**config.mk**
```make
export PLATFORM = sky130hd
export DESIGN_NAME = sw_sel_arbiter_flat
export DESIGN_NICKNAME = d
export VERILOG_FILES = /design/src/rtl/sw_sel_pkg.sv /design/src/rtl/sw_sel_arbiter_if.sv /design/src/rtl/rr_pick.sv /design/src/rtl/sw_sel_arbiter.sv /design/src/flat_wrapper.sv
export SDC_FILE = /design/constraint.sdc
export NUM_CORES = 1
export LEC_CHECK = 0
export CAP_MARGIN = 5
export CORE_UTILIZATION = 54
export CTS_CLUSTER_DIAMETER = 50
export DETAILED_ROUTE_END_ITERATION = 10
export PLACE_DENSITY = 0.78
export SLEW_MARGIN = 25
export SYNTH_ARGS = -nofsm -noshare
export SYNTH_HDL_FRONTEND = slang
export SYNTH_SLANG_ARGS = --single-unit
```
**constraint.sdc**
```tcl
create_clock -name clk -period 4.6 [get_ports clk]
set_input_delay 1.15 -clock clk [delete_from_list [all_inputs] [get_ports clk]]
set_output_delay 1.15 -clock clk [all_outputs]
set_load 0.005 [all_outputs]
```
**src/rtl/sw_sel_pkg.sv**
```systemverilog
// sw_sel_pkg: shared state encoding and one-hot helper for the sw_sel arbiter
package sw_sel_pkg;
   localparam logic [1:0] ST_IDLE  = 2'd0;
   localparam logic [1:0] ST_GRANT = 2'd1;
   localparam logic [1:0] ST_GAP   = 2'd2;
   localparam int MAX_SW = 32;
   typedef enum logic [1:0] {IDLE = ST_IDLE, GRANT = ST_GRANT, GAP = ST_GAP} state_t;
   function automatic logic [MAX_SW-1:0] onehot(input int unsigned idx);
      return MAX_SW'(1) << idx;
   endfunction
endpackage

```
**src/rtl/sw_sel_arbiter_if.sv**
```systemverilog
// sw_sel_arbiter_if: request/grant bundle between switch instances and the arbiter
//   req         : per-instance level request (requesters -> arbiter)
//   rel         : per-instance end-of-transfer strobe ("release" is a reserved word)
//   sel         : registered one-hot grant, feeds mux_top.sel
//   grant_id    : binary index of the granted instance, valid while busy
//   busy        : a grant is held
//   timeout_err : one-cycle pulse when a grant is revoked by timeout
interface sw_sel_arbiter_if #(
   parameter int NUM_SW_INST = 5,
   parameter int ID_WIDTH    = $clog2(NUM_SW_INST)
);
   logic [NUM_SW_INST-1:0] req;
   logic [NUM_SW_INST-1:0] rel;
   logic [NUM_SW_INST-1:0] sel;
   logic [ID_WIDTH-1:0]    grant_id;
   logic                   busy;
   logic                   timeout_err;
   modport master (output req, rel, input sel, grant_id, busy, timeout_err);
   modport slave  (input req, rel, output sel, grant_id, busy, timeout_err);
endinterface

```
**src/rtl/rr_pick.sv**
```systemverilog
// rr_pick: combinational rotating-priority search starting just above ptr
//   req   : request vector
//   ptr   : last granted index; search begins at (ptr+1) mod NUM_SW_INST
//   found : any request present
//   idx   : first requesting index in rotated order
module rr_pick #(
   parameter int NUM_SW_INST = 5,
   parameter int ID_WIDTH    = $clog2(NUM_SW_INST)
) (
   input  logic [NUM_SW_INST-1:0] req,
   input  logic [ID_WIDTH-1:0]    ptr,
   output logic                   found,
   output logic [ID_WIDTH-1:0]    idx
);
   logic [ID_WIDTH-1:0] j;
   // scan farthest offset first so the nearest requester is assigned last and wins
   always_comb begin
      found = 1'b0;
      idx   = '0;
      j     = '0;
      for (int k = NUM_SW_INST; k >= 1; k--) begin
         j = ID_WIDTH'((int'(ptr) + k) % NUM_SW_INST);
         if (req[j]) begin
            found = 1'b1;
            idx   = j;
         end
      end
   end
endmodule

```
**src/rtl/sw_sel_arbiter.sv**
```systemverilog
// sw_sel_arbiter: round-robin grant generator for the mux_top read-data select
//   clk   : rising-edge clock
//   rst_n : asynchronous active-low reset
//   bus   : slave side of sw_sel_arbiter_if (req/rel in; sel/grant_id/busy/timeout_err out)
module sw_sel_arbiter
   import sw_sel_pkg::*;
#(
   parameter int NUM_SW_INST = 5,
   parameter int TIMEOUT     = 16,
   parameter int ID_WIDTH    = $clog2(NUM_SW_INST),
   parameter int CNT_WIDTH   = $clog2(TIMEOUT)
) (
   input logic             clk,
   input logic             rst_n,
   sw_sel_arbiter_if.slave bus
);
   localparam logic [CNT_WIDTH-1:0] CNT_MAX = CNT_WIDTH'(TIMEOUT - 1);
   state_t                 state_q, state_d;
   logic [ID_WIDTH-1:0]    ptr_q, ptr_d, gid_q, gid_d, pick_idx;
   logic [CNT_WIDTH-1:0]   cnt_q, cnt_d;
   logic [NUM_SW_INST-1:0] sel_q, sel_d;
   logic                   busy_q, busy_d, tout_q, tout_d, pick_found;
   rr_pick #(.NUM_SW_INST(NUM_SW_INST), .ID_WIDTH(ID_WIDTH)) u_pick (
      .req   (bus.req),
      .ptr   (ptr_q),
      .found (pick_found),
      .idx   (pick_idx)
   );
   always_comb begin
      state_d = state_q;
      ptr_d   = ptr_q;
      cnt_d   = cnt_q;
      sel_d   = sel_q;
      gid_d   = gid_q;
      busy_d  = busy_q;
      tout_d  = 1'b0;
      case (state_q)
         GRANT: begin
            if (bus.rel[gid_q] || !bus.req[gid_q] || cnt_q == CNT_MAX) begin
               state_d = GAP;
               sel_d   = '0;
               busy_d  = 1'b0;
               // only the pure timeout path flags an error; release wins a tie
               tout_d  = bus.req[gid_q] && !bus.rel[gid_q];
            end else begin
               cnt_d = cnt_q + CNT_WIDTH'(1);
            end
         end
         default: begin
            // IDLE and GAP arbitrate identically; the GAP cycle itself is the bus turnaround
            state_d = pick_found ? GRANT : IDLE;
            sel_d   = pick_found ? NUM_SW_INST'(onehot(32'(pick_idx))) : '0;
            busy_d  = pick_found;
            gid_d   = pick_found ? pick_idx : gid_q;
            ptr_d   = pick_found ? pick_idx : ptr_q;
            cnt_d   = pick_found ? '0 : cnt_q;
         end
      endcase
   end
   always_ff @(posedge clk or negedge rst_n) begin
      if (!rst_n) begin
         state_q <= IDLE;
         ptr_q   <= ID_WIDTH'(NUM_SW_INST - 1);
         cnt_q   <= '0;
         sel_q   <= '0;
         gid_q   <= '0;
         busy_q  <= 1'b0;
         tout_q  <= 1'b0;
      end else begin
         state_q <= state_d;
         ptr_q   <= ptr_d;
         cnt_q   <= cnt_d;
         sel_q   <= sel_d;
         gid_q   <= gid_d;
         busy_q  <= busy_d;
         tout_q  <= tout_d;
      end
   end
   assign bus.sel         = sel_q;
   assign bus.grant_id    = gid_q;
   assign bus.busy        = busy_q;
   assign bus.timeout_err = tout_q;
endmodule

```
**src/flat_wrapper.sv**
```systemverilog
// flat-port wrapper written by rule: the top's interface ports become plain ports
module sw_sel_arbiter_flat import sw_sel_pkg::*;
#(
   parameter int NUM_SW_INST = 5,
   parameter int TIMEOUT     = 16,
   parameter int ID_WIDTH    = $clog2(NUM_SW_INST),
   parameter int CNT_WIDTH   = $clog2(TIMEOUT)
)
  (clk, rst_n, bus_req, bus_rel, bus_sel, bus_grant_id, bus_busy, bus_timeout_err);
  sw_sel_arbiter_if #(.NUM_SW_INST(NUM_SW_INST), .ID_WIDTH(ID_WIDTH)) bus_i ();
  input logic clk;
  input logic rst_n;
  input wire logic [$bits(bus_i.req)-1:0] bus_req;
  input wire logic [$bits(bus_i.rel)-1:0] bus_rel;
  output wire logic [$bits(bus_i.sel)-1:0] bus_sel;
  output wire logic [$bits(bus_i.grant_id)-1:0] bus_grant_id;
  output wire logic [$bits(bus_i.busy)-1:0] bus_busy;
  output wire logic [$bits(bus_i.timeout_err)-1:0] bus_timeout_err;
  assign bus_i.req = bus_req;
  assign bus_i.rel = bus_rel;
  assign bus_sel = bus_i.sel;
  assign bus_grant_id = bus_i.grant_id;
  assign bus_busy = bus_i.busy;
  assign bus_timeout_err = bus_i.timeout_err;
  sw_sel_arbiter #(.NUM_SW_INST(NUM_SW_INST), .TIMEOUT(TIMEOUT), .ID_WIDTH(ID_WIDTH), .CNT_WIDTH(CNT_WIDTH)) u_core (.clk(clk), .rst_n(rst_n), .bus(bus_i));
endmodule
```
==> results.toml <==
[final_layout]
diodes = 0
finalNetCount = 386
multi_input_area_um2 = 2050
nFillCells = 356
regArea_um2 = 405
drive_gt1_frac = 0.142
area_delta_synth_final_pct = 18.0
final_cell_mix = "31 x nand2_1, 28 x inv_1, 26 x ha_1"
final_common_cell = "nand2_1"
final_util = 0.681

[route]
drt-wirelength-per-cell_um = 18.2
drt_iter0_drc = 262
dr_total_vias = 2624
wl_mm = 7.25
route.antenna.remaining_nets = 0
post-route-drc-count = 0
viasPerCell = 6.59
drtPass1Iterations = 5

[placed_design]
io_buffer_count = 21
routabilityCongestion = 0.890
pre_cts_ws_ps = 176
dp_hpwl_mm = 5.11

[floorplan]
ios = 22
core_area_um2 = 4440
dieArea_um2 = 5030
die_x_um = 70.9
start_util = 0.577
num_rows = 24
die_h_um = 70.9

[timing]
setup_ws_ps = 242
period_minus_slack_ps = 4360
whs_ps = 506
hold_violations = 0
slew_headroom = 0.520
fin_tns_setup_ps = 0
rsz0062_at_grt = "false"
max_freq_mhz = 229
setup-violations-final = 0
post-route-period-util = 0.947
maxSlewViolCount = 0
worstMarginPinSlew_ps = 718
finalClockSkew_ps = 1.44

[worst_setup_path]
cp_data_arrival_time_ps = 4520
worstPathRequired_ps = 4760
path_delay_family = "compound AO/OA/AOI/OAI gates"
slowest_stage = "dfstp_4"
path_class = "flop to flop"
cp-end-kind = "flop"
slowest_delay_ps = 740
crit_path_max_fanout = 14
regToRegStartpoint = "u_core.ptr_q[2]"
critical_path_cell_count = 18
critPathLaunch = "u_core.ptr_q[2]"
critPathLaunchType = "flop"
crit_buf_inv = 4
crit_chain = "xnor2_4, inv_2, ha_1, or2_2, o211ai_1, and2_4, inv_1, ha_1, nand2b_1, o2111ai_1, o211ai_1, buf_4, a211oi_4, o32ai_4, a311oi_2, o311ai_4, buf_4, o31ai_2"
worstRegToRegCells = 18

[cts]
cts_buffer_depth = 2
cts_buffers = 3
cts_tree = "done"
clock-sinks = 16
clkSlewWorstSetupHoldPaths_ps = 60
clock_latency_ps = 250
htreeDepth = 1
cts_hold_buf = 0
cts_root_buf = "clkbuf_8"

[grt]
grt_max_degree = 30
grt_usage = 0.280
grt_pass1_vias = 2367
antenna_found_initial = 0
grt_overflow = 0
grt_pass1_wl_mm = 11.3

[synthesis]
synthFlopType = "dfrtp_1"
synthAdderAreaFrac = 0.132
synthCells = 320
synth_top_family_by_area = "compound AO/OA/AOI/OAI gates"
yosysWarnings = 0
yosysSeqAreaShare = 0.157
synth_fp_nets = 359
synth-compound-area-share = 0.304
synth_edf_count = 0
syn_area_um2 = 2560
syn_avg_cell_area_um2 = 8.01
ys_async_sr_fraction = 1.00
yosys.area_share.xor_xnor = 0.0268
synth-seq-cells = 16
synth-simple-area-share = 0.207
ys_types = 73
muxShareOfSynthArea = 0.0942

[min_path]
hp-class = "flop to flop"
worstHoldStart = "u_core.bus.sel[0]"
hold_depth = 2

[outcome]
status = "complete, no violations"

[flow_run]
maxCapViolations = 0
-- area by class of cell --
class	count	area share
Tap cell	52	0.0215
Multi-Input combinational cell	257	0.676
Sequential cell	16	0.134
Inverter	31	0.0385
Clock buffer	4	0.0182
Timing Repair Buffer	38	0.112
-- stage by stage --
stage | instance area, um^2 | instances
6_report | 3030 | 398
5_1_grt | 3030 | 398
4_1_cts | 2910 | 392
3_5_place_dp | 2850 | 388
3_3_place_gp | 2850 | 388
2_1_floorplan | 2600 | 320
-- cells in the mapped netlist, types with 4 or more instances --
cell	instances	area share
xnor2_1	4	0.014
a21oi_1	22	0.043
nand2_1	31	0.045
nand3_1	7	0.014
nor2_1	12	0.018
clkbuf_1	5	0.0073
inv_1	28	0.041
dfrtp_1	15	0.15
and2_1	8	0.020
o21ai_0	16	0.031
o211ai_1	8	0.023
nand2b_1	6	0.015
a31oi_1	4	0.0098
a22oi_1	5	0.015
nor3b_1	6	0.018
mux2i_1	14	0.055
ha_1	27	0.13
buf_2	5	0.0098
o21a_1	4	0.012
nor3_1	4	0.0078
a211oi_1	4	0.012
-- worst paths after layout --
path	to	slack, ps
max in group asynchronous	u_core.bus.grant_id[2]	2850
worst max register to register	u_core.bus.sel[0]	240
min in group asynchronous	u_core.cnt_q[1]	1310
worst min-delay path	u_core.bus.sel[0]	510
worst min register to register	u_core.bus.sel[0]	510
worst max-delay path	u_core.bus.sel[0]	240
-- flip-flops by register name, summed over array words and instances (netlist names) --
| signal | cells |
|---|---|
| u_core.bus.timeout_err | 1 |
| u_core.state_q | 2 |
| u_core.bus.sel | 5 |
| u_core.ptr_q | 1 |
| u_core.cnt_q | 4 |
| u_core.bus.grant_id | 3 |
-- routing by layer --
layer,global-route usage,vias up,part of all wire
li1,-,1251,-
met4,0.0844,0,0.018
met2,0.473,132,0.48
met5,0,-,0
met3,0.0356,16,0.076
met1,0.376,1225,0.43
-- worst register-to-register path, stage by stage (launching register included) --
cell	delay (ps)
dfstp_4	740
xnor2_4	170
inv_2	100
ha_1	230
or2_2	310
o211ai_1	260
and2_4	190
inv_1	50
ha_1	180
nand2b_1	150
o2111ai_1	130
o211ai_1	220
buf_4	230
a211oi_4	270
o32ai_4	160
a311oi_2	350
o311ai_4	160
buf_4	180
o31ai_2	230
-- timing repair --
item	in CTS	in global routing
resized for setup	0	13
endpoints found under the setup margin	0	14
buffers inserted	0	6
hold endpoints to repair	0	0
-- cells by family (layout without fill, tap and decap cells) --
kind of cell | count (synthesis) | in the layout
simple gates | 97 | 97
fa+ha+maj | 27 | 27
buf+inv | 47 | 73
mux | 20 | 20
compound gates | 106 | 106
xor+xnor | 7 | 7
flops | 16 | 16
Power is not shown: default switching activity piles up to over one toggle a cycle in this logic, so the estimate is an artifact.
